## config.mk

```make
export PLATFORM = sky130hd
export DESIGN_NAME = gate_sequencer
export DESIGN_NICKNAME = d
export VERILOG_FILES = /design/src/rtl/gate_sequencer.sv
export SDC_FILE = /design/constraint.sdc
export NUM_CORES = 1
export LEC_CHECK = 0
export ABC_AREA = 1
export CORE_MARGIN = 1
export CORE_UTILIZATION = 46
export DETAILED_ROUTE_END_ITERATION = 10
export PLACE_DENSITY = 0.83
export SYNTH_ARGS = -nofsm -noshare
export SYNTH_HDL_FRONTEND = slang
export SYNTH_SLANG_ARGS = --single-unit
```

## constraint.sdc

```tcl
create_clock -name clk -period 1.7 [get_ports clk]
set_input_delay 0.17 -clock clk [delete_from_list [all_inputs] [get_ports clk]]
set_output_delay 0.17 -clock clk [all_outputs]
set_load 0.05 [all_outputs]
```

## src/rtl/gate_sequencer.sv

```systemverilog
// Gated-count sequencer for the frequency meter: clear, gate, settle, latch,
// then hand the latched count to the readout side over a valid/ack handshake.
module gate_sequencer #(
  parameter int GATE_CYCLES   = 100_000_000,
  parameter int SETTLE_CYCLES = 4,
  parameter int CNT_W         = 32
) (
  input  logic             clk,
  input  logic             rst,
  input  logic             start,
  input  logic             continuous,
  input  logic             abort,
  input  logic [CNT_W-1:0] meas_count,
  input  logic             meas_ovf,
  input  logic             result_ack,
  output logic             cnt_clear,
  output logic             gate_en,
  output logic [CNT_W-1:0] result,
  output logic             result_valid,
  output logic             result_ovf,
  output logic             overrun,
  output logic             busy
);

  localparam int MAX_CYCLES = (GATE_CYCLES > SETTLE_CYCLES) ? GATE_CYCLES : SETTLE_CYCLES;
  // The timer only ever holds a load value of MAX_CYCLES-1.
  localparam int TMR_W = (MAX_CYCLES > 1) ? $clog2(MAX_CYCLES) : 1;
  localparam logic [TMR_W-1:0] GATE_LOAD   = TMR_W'(GATE_CYCLES - 1);
  localparam logic [TMR_W-1:0] SETTLE_LOAD = TMR_W'(SETTLE_CYCLES - 1);

  typedef enum logic [2:0] {
    IDLE,
    CLEAR,
    GATE,
    SETTLE,
    LATCH
  } state_e;

  state_e             state_q, state_d;
  logic [TMR_W-1:0]   tmr_q, tmr_d;
  logic               cnt_clear_q, cnt_clear_d;
  logic               gate_en_q, gate_en_d;
  logic [CNT_W-1:0]   result_q, result_d;
  logic               result_valid_q, result_valid_d;
  logic               result_ovf_q, result_ovf_d;
  logic               overrun_q, overrun_d;
  logic               capture;

  always_ff @(posedge clk or negedge rst) begin
    if (!rst) begin
      state_q <= IDLE;
      tmr_q   <= '0;
    end else begin
      state_q <= state_d;
      tmr_q   <= tmr_d;
    end
  end

  always_comb begin
    state_d = state_q;
    tmr_d   = tmr_q;
    if (abort && (state_q != IDLE)) begin
      state_d = IDLE;
    end else begin
      case (state_q)
        IDLE: begin
          if (start) state_d = CLEAR;
        end
        CLEAR: begin
          state_d = GATE;
          tmr_d   = GATE_LOAD;
        end
        GATE: begin
          if (tmr_q == '0) begin
            state_d = SETTLE;
            tmr_d   = SETTLE_LOAD;
          end else begin
            tmr_d = tmr_q - TMR_W'(1);
          end
        end
        SETTLE: begin
          if (tmr_q == '0) state_d = LATCH;
          else             tmr_d   = tmr_q - TMR_W'(1);
        end
        LATCH: begin
          state_d = continuous ? CLEAR : IDLE;
        end
        default: state_d = IDLE;
      endcase
    end
  end

  // Counter controls come from the next state so they are glitch-free flops.
  always_comb begin
    cnt_clear_d    = (state_d == CLEAR);
    gate_en_d      = (state_d == GATE);
    capture        = (state_q == LATCH) && !abort;
    result_d       = result_q;
    result_valid_d = result_valid_q;
    result_ovf_d   = result_ovf_q;
    overrun_d      = overrun_q;
    // A capture outranks a same-cycle ack: the fresh result must not be lost.
    if (capture) begin
      result_d       = meas_count;
      result_ovf_d   = meas_ovf;
      result_valid_d = 1'b1;
      if (result_valid_q && !result_ack) overrun_d = 1'b1;
    end else if (result_ack && result_valid_q) begin
      result_valid_d = 1'b0;
      overrun_d      = 1'b0;
    end
  end

  always_ff @(posedge clk or negedge rst) begin
    if (!rst) begin
      cnt_clear_q    <= 1'b0;
      gate_en_q      <= 1'b0;
      result_q       <= '0;
      result_valid_q <= 1'b0;
      result_ovf_q   <= 1'b0;
      overrun_q      <= 1'b0;
    end else begin
      cnt_clear_q    <= cnt_clear_d;
      gate_en_q      <= gate_en_d;
      result_q       <= result_d;
      result_valid_q <= result_valid_d;
      result_ovf_q   <= result_ovf_d;
      overrun_q      <= overrun_d;
    end
  end

  assign cnt_clear    = cnt_clear_q;
  assign gate_en      = gate_en_q;
  assign result       = result_q;
  assign result_valid = result_valid_q;
  assign result_ovf   = result_ovf_q;
  assign overrun      = overrun_q;
  assign busy         = (state_q != IDLE);

endmodule

```

==> flow_metrics.env <==
export IMPL_worst_ep_arrival_time_ns=2.08
export IMPL_initial_core_utilization_pct=47.6
export IMPL_max_clock_path_buffers=2
export IMPL_tightestPinTransition_ns=0.552
export IMPL_clk_root_buffer_cell="clkbuf_8"
export IMPL_internal_power_mw=2.93
export IMPL_synth_lib_cells_used_distinct=32
export IMPL_peakVddDrop_mv=0.749
export IMPL_postSynthAreaPerCell_sq_um=8.82
export IMPL_power_per_cell_area_nw_per_um2=920
export IMPL_drt_initial_drc_count=265
export IMPL_final_seq_area_sq_um=1680
export IMPL_wl_per_cell_microns=17.1
export IMPL_antennaDiodeCount=0
export IMPL_fp_dieW_microns=88.4
export IMPL_globalplace_congestion=0.914
export IMPL_failed_checks="setup timing"
export IMPL_die_area_sq_um=7810
export IMPL_synth_top_cell_area_share_pct=48.9
export IMPL_holdCritPathClass="primary input to async pin"
export IMPL_yosys_area_top_type="dfrtp_1"
export IMPL_layout_drive_gt1_share_pct=31.7
export IMPL_grt_setup_unrepaired="true"
export IMPL_power_switching_mw=1.68
export IMPL_drc_violations_left=0
export IMPL_grt_pass1_wl_microns=14400
export IMPL_port_buffers=76
export IMPL_share_comb_of_total_power_pct=34.5
export IMPL_grt_max_degree=68
export IMPL_clkTransAtPathRegs_ns=0.08
export IMPL_num_vias=3310
export IMPL_htree_levels=3
export IMPL_leakage_nw=2.75
export IMPL_setup_total_negative_slack_ns=-0.900
export IMPL_die_h_microns=88.4
export IMPL_synthCells=389
export IMPL_num_nets_final=554
export IMPL_grt_pass1_vias=3040
export IMPL_num_io_pins=77
export IMPL_pwr_share_clk_pct=24.5
export IMPL_use_met2_pct=41.7
export IMPL_post_synth_main_area_contributors="dfrtp_1, mux2_2, nand2_1"
export IMPL_fin_skew_ns=0.0109
export IMPL_clock_fmax_mhz=557
export IMPL_place_area_sq_um=4560
export IMPL_drt_antenna_violating_nets=0
export IMPL_switching_share_pct=36.4
export IMPL_synth_cell_area_sq_um=3430
export IMPL_finalNonFillerCells=617
export IMPL_drt_first_pass_iters=5
export IMPL_layout_area_growth_over_synthesis_pct=46.0
export IMPL_ys_warn_count=0
export IMPL_place_detailed_instances=592
export IMPL_grtUsageMet1_pct=30.3
export IMPL_final_setup_worst_slack_ns=-0.0952
export IMPL_ys_ff_latch=67
export IMPL_ratio_of_routed_vias_to_standard_cells=5.36
export IMPL_clk_insertion_delay_late_ns=0.35
export IMPL_worstSetupStartpointType="flip-flop"
export IMPL_slew_violations=0
export IMPL_period_share_pct=106
export IMPL_rows=31
export IMPL_post_dp_hpwl_microns=6520
export IMPL_cts_tree="done"
export IMPL_fp_coreArea_sq_um=7210
export IMPL_globalRouteOverflowTotal=0
export IMPL_grt_usage_pct=24.5
export IMPL_seqPwrFrac_pct=41.0
export IMPL_worstPathRequired_ns=1.98
export IMPL_critical_path_max_fanout=6
export IMPL_fillCellCount=522
export IMPL_drv_cap=0
export IMPL_run_status="finished with violations"
export IMPL_mappedNetlistNets=429
export IMPL_cts_sinks=67
export IMPL_synth_seq_area_share_pct=48.9
export IMPL_cts_inserted_buffers=9
export IMPL_area_used_by_multi_input_combinational_logic_sq_um=1720
export IMPL_global_route_peak_usage_layer="met2"
export IMPL_grt_met3_usage_pct=5.13
export IMPL_min_period_ns=1.80
export IMPL_hold_viol=0
export IMPL_setup_viol=21
export IMPL_routed_wl_microns=10500
export IMPL_endpoint_kind="flip-flop"
export IMPL_antenna_found_initial=0
export IMPL_timing_setup_critical_path_class="flip-flop to flip-flop"
export IMPL_stdcell_area_sq_um=5010
export IMPL_max_slew_margin_rel_pct=63.1
==> what timing repair did <==
item | in CTS | in global routing
hold buffers | 1 | 0
pin swaps | 0 | 21
cloned | 0 | 0
hold endpoints to repair | 67 | 0
buffers inserted | 0 | 10
gates resized for setup | 8 | 79
setup endpoints to repair | 20 | 51
==> layout make-up <==
type	instances	area share [%]
Tap cell	99	2.47
Clock inverter	5	0.625
Timing Repair Buffer	124	24.1
Inverter	31	2.42
Multi-Input combinational cell	281	34.3
Clock buffer	10	2.55
Sequential cell	67	33.6
==> kinds of logic after synthesis <==
logic type      after synthesis  share of synthesized area [%]
simple gates                208                           27.4
flops                        67                           48.9
buf+inv                      41                           5.76
compound gates               34                           5.47
mux                          33                           10.8
xor+xnor                      5                           1.28
fa+ha+maj                     1                          0.365
==> per-stage QoR <==
step	hold slack, ns	total power, mW	util [%]	setup WS, ns
after CTS	0.387	4.37	65.5	-0.0140
after global routing	0.417	4.82	69.4	-0.171
final	0.365	4.61	69.4	-0.0952
after global placement	0.217	3.18	63.2	-0.00964
after detailed placement	0.227	3.23	63.2	-0.0403
after floorplan	-0.126	2.68	-	0.0282
==> worst max-delay path, cell delays in order (launching register included) <==
cell     delay, ns
dfrtp_1       0.44
nor2_1        0.21
nand2_1       0.13
inv_1         0.10
nand2_2       0.08
nor2_4        0.12
nand2_2       0.10
nand2_4       0.15
buf_6         0.14
nor2_1        0.04
nand2_1       0.07
nand2_1       0.07
nor2_2        0.10
==> final timing paths <==
path	endpoint	from	slack, ns	cells past startpoint
setup / recovery	tmr_q[19]$_DFFE_PN0P_	tmr_q[25]$_DFFE_PN0P_	-0.1	12
setup reg to reg	tmr_q[19]$_DFFE_PN0P_	tmr_q[25]$_DFFE_PN0P_	-0.1	12
min in group clk	result[27]$_DFFE_PN0P_	meas_count[27]	0.43	2
max in group asynchronous	tmr_q[8]$_DFFE_PN0P_	rst	1.01	3
hold reg to reg	result[21]$_DFFE_PN0P_	result[21]$_DFFE_PN0P_	0.50	1
hold / removal	result[27]$_DFFE_PN0P_	rst	0.36	3
==> placed cells by master, fill, tap and decap left out, types with 16 or more instances in the layout <==
cell / netlist / layout
buf_4: 0 / 49
mux2_2: 33 / 33
nand3_1: 32 / 28
inv_1: 28 / 26
dfrtp_1: 67 / 63
nand2_1: 99 / 88
o21ai_1: 13 / 16
dlymetal6s2s_1: 0 / 20
nor2_1: 47 / 31
clkdlybuf4s50_1: 0 / 43
==> sequential cells by signal, indices dropped and copies added (netlist names) <==
register,cells
result_ovf,1
tmr_q,27
state_q,3
result_valid,1
gate_en,1
cnt_clear,1
overrun,1
result,32
==> power groups by stage <==
stage / combinational [mW] / clock (mW) / sequential [mW]
6_report: 1.59 / 1.13 / 1.89
4_1_cts: 1.36 / 1.14 / 1.87
3_3_place_gp: 1.29 / 0 / 1.89
2_1_floorplan: 0.737 / 0 / 1.94
3_5_place_dp: 1.34 / 0 / 1.89
5_1_grt: 1.71 / 1.21 / 1.91
==> layer usage <==
| layer | part of all wire [%] | vias up |
|---|---|---|
| met2 | 54 | 151 |
| met1 | 38 | 1597 |
| li1 | - | 1527 |
| met4 | 2.4 | 0 |
| met5 | 0 | - |
| met3 | 5.7 | 35 |
==> cell usage after synthesis (all sizes together) <==
master and instances:
inv 29, a21oi 1, o211ai 1, nand2 104, clkinv 2, o21ai 29, and2 3, nand3 32
nor4 1, nand4 7, ha 1, nand3b 1, nor2 55, o2bb2ai 1, xor2 5, buf 9
mux2 33, nor3 5, a2111oi 1, clkbuf 1, dfrtp 67, o21bai 1
Note: power is estimated with default switching activity, not from simulation.
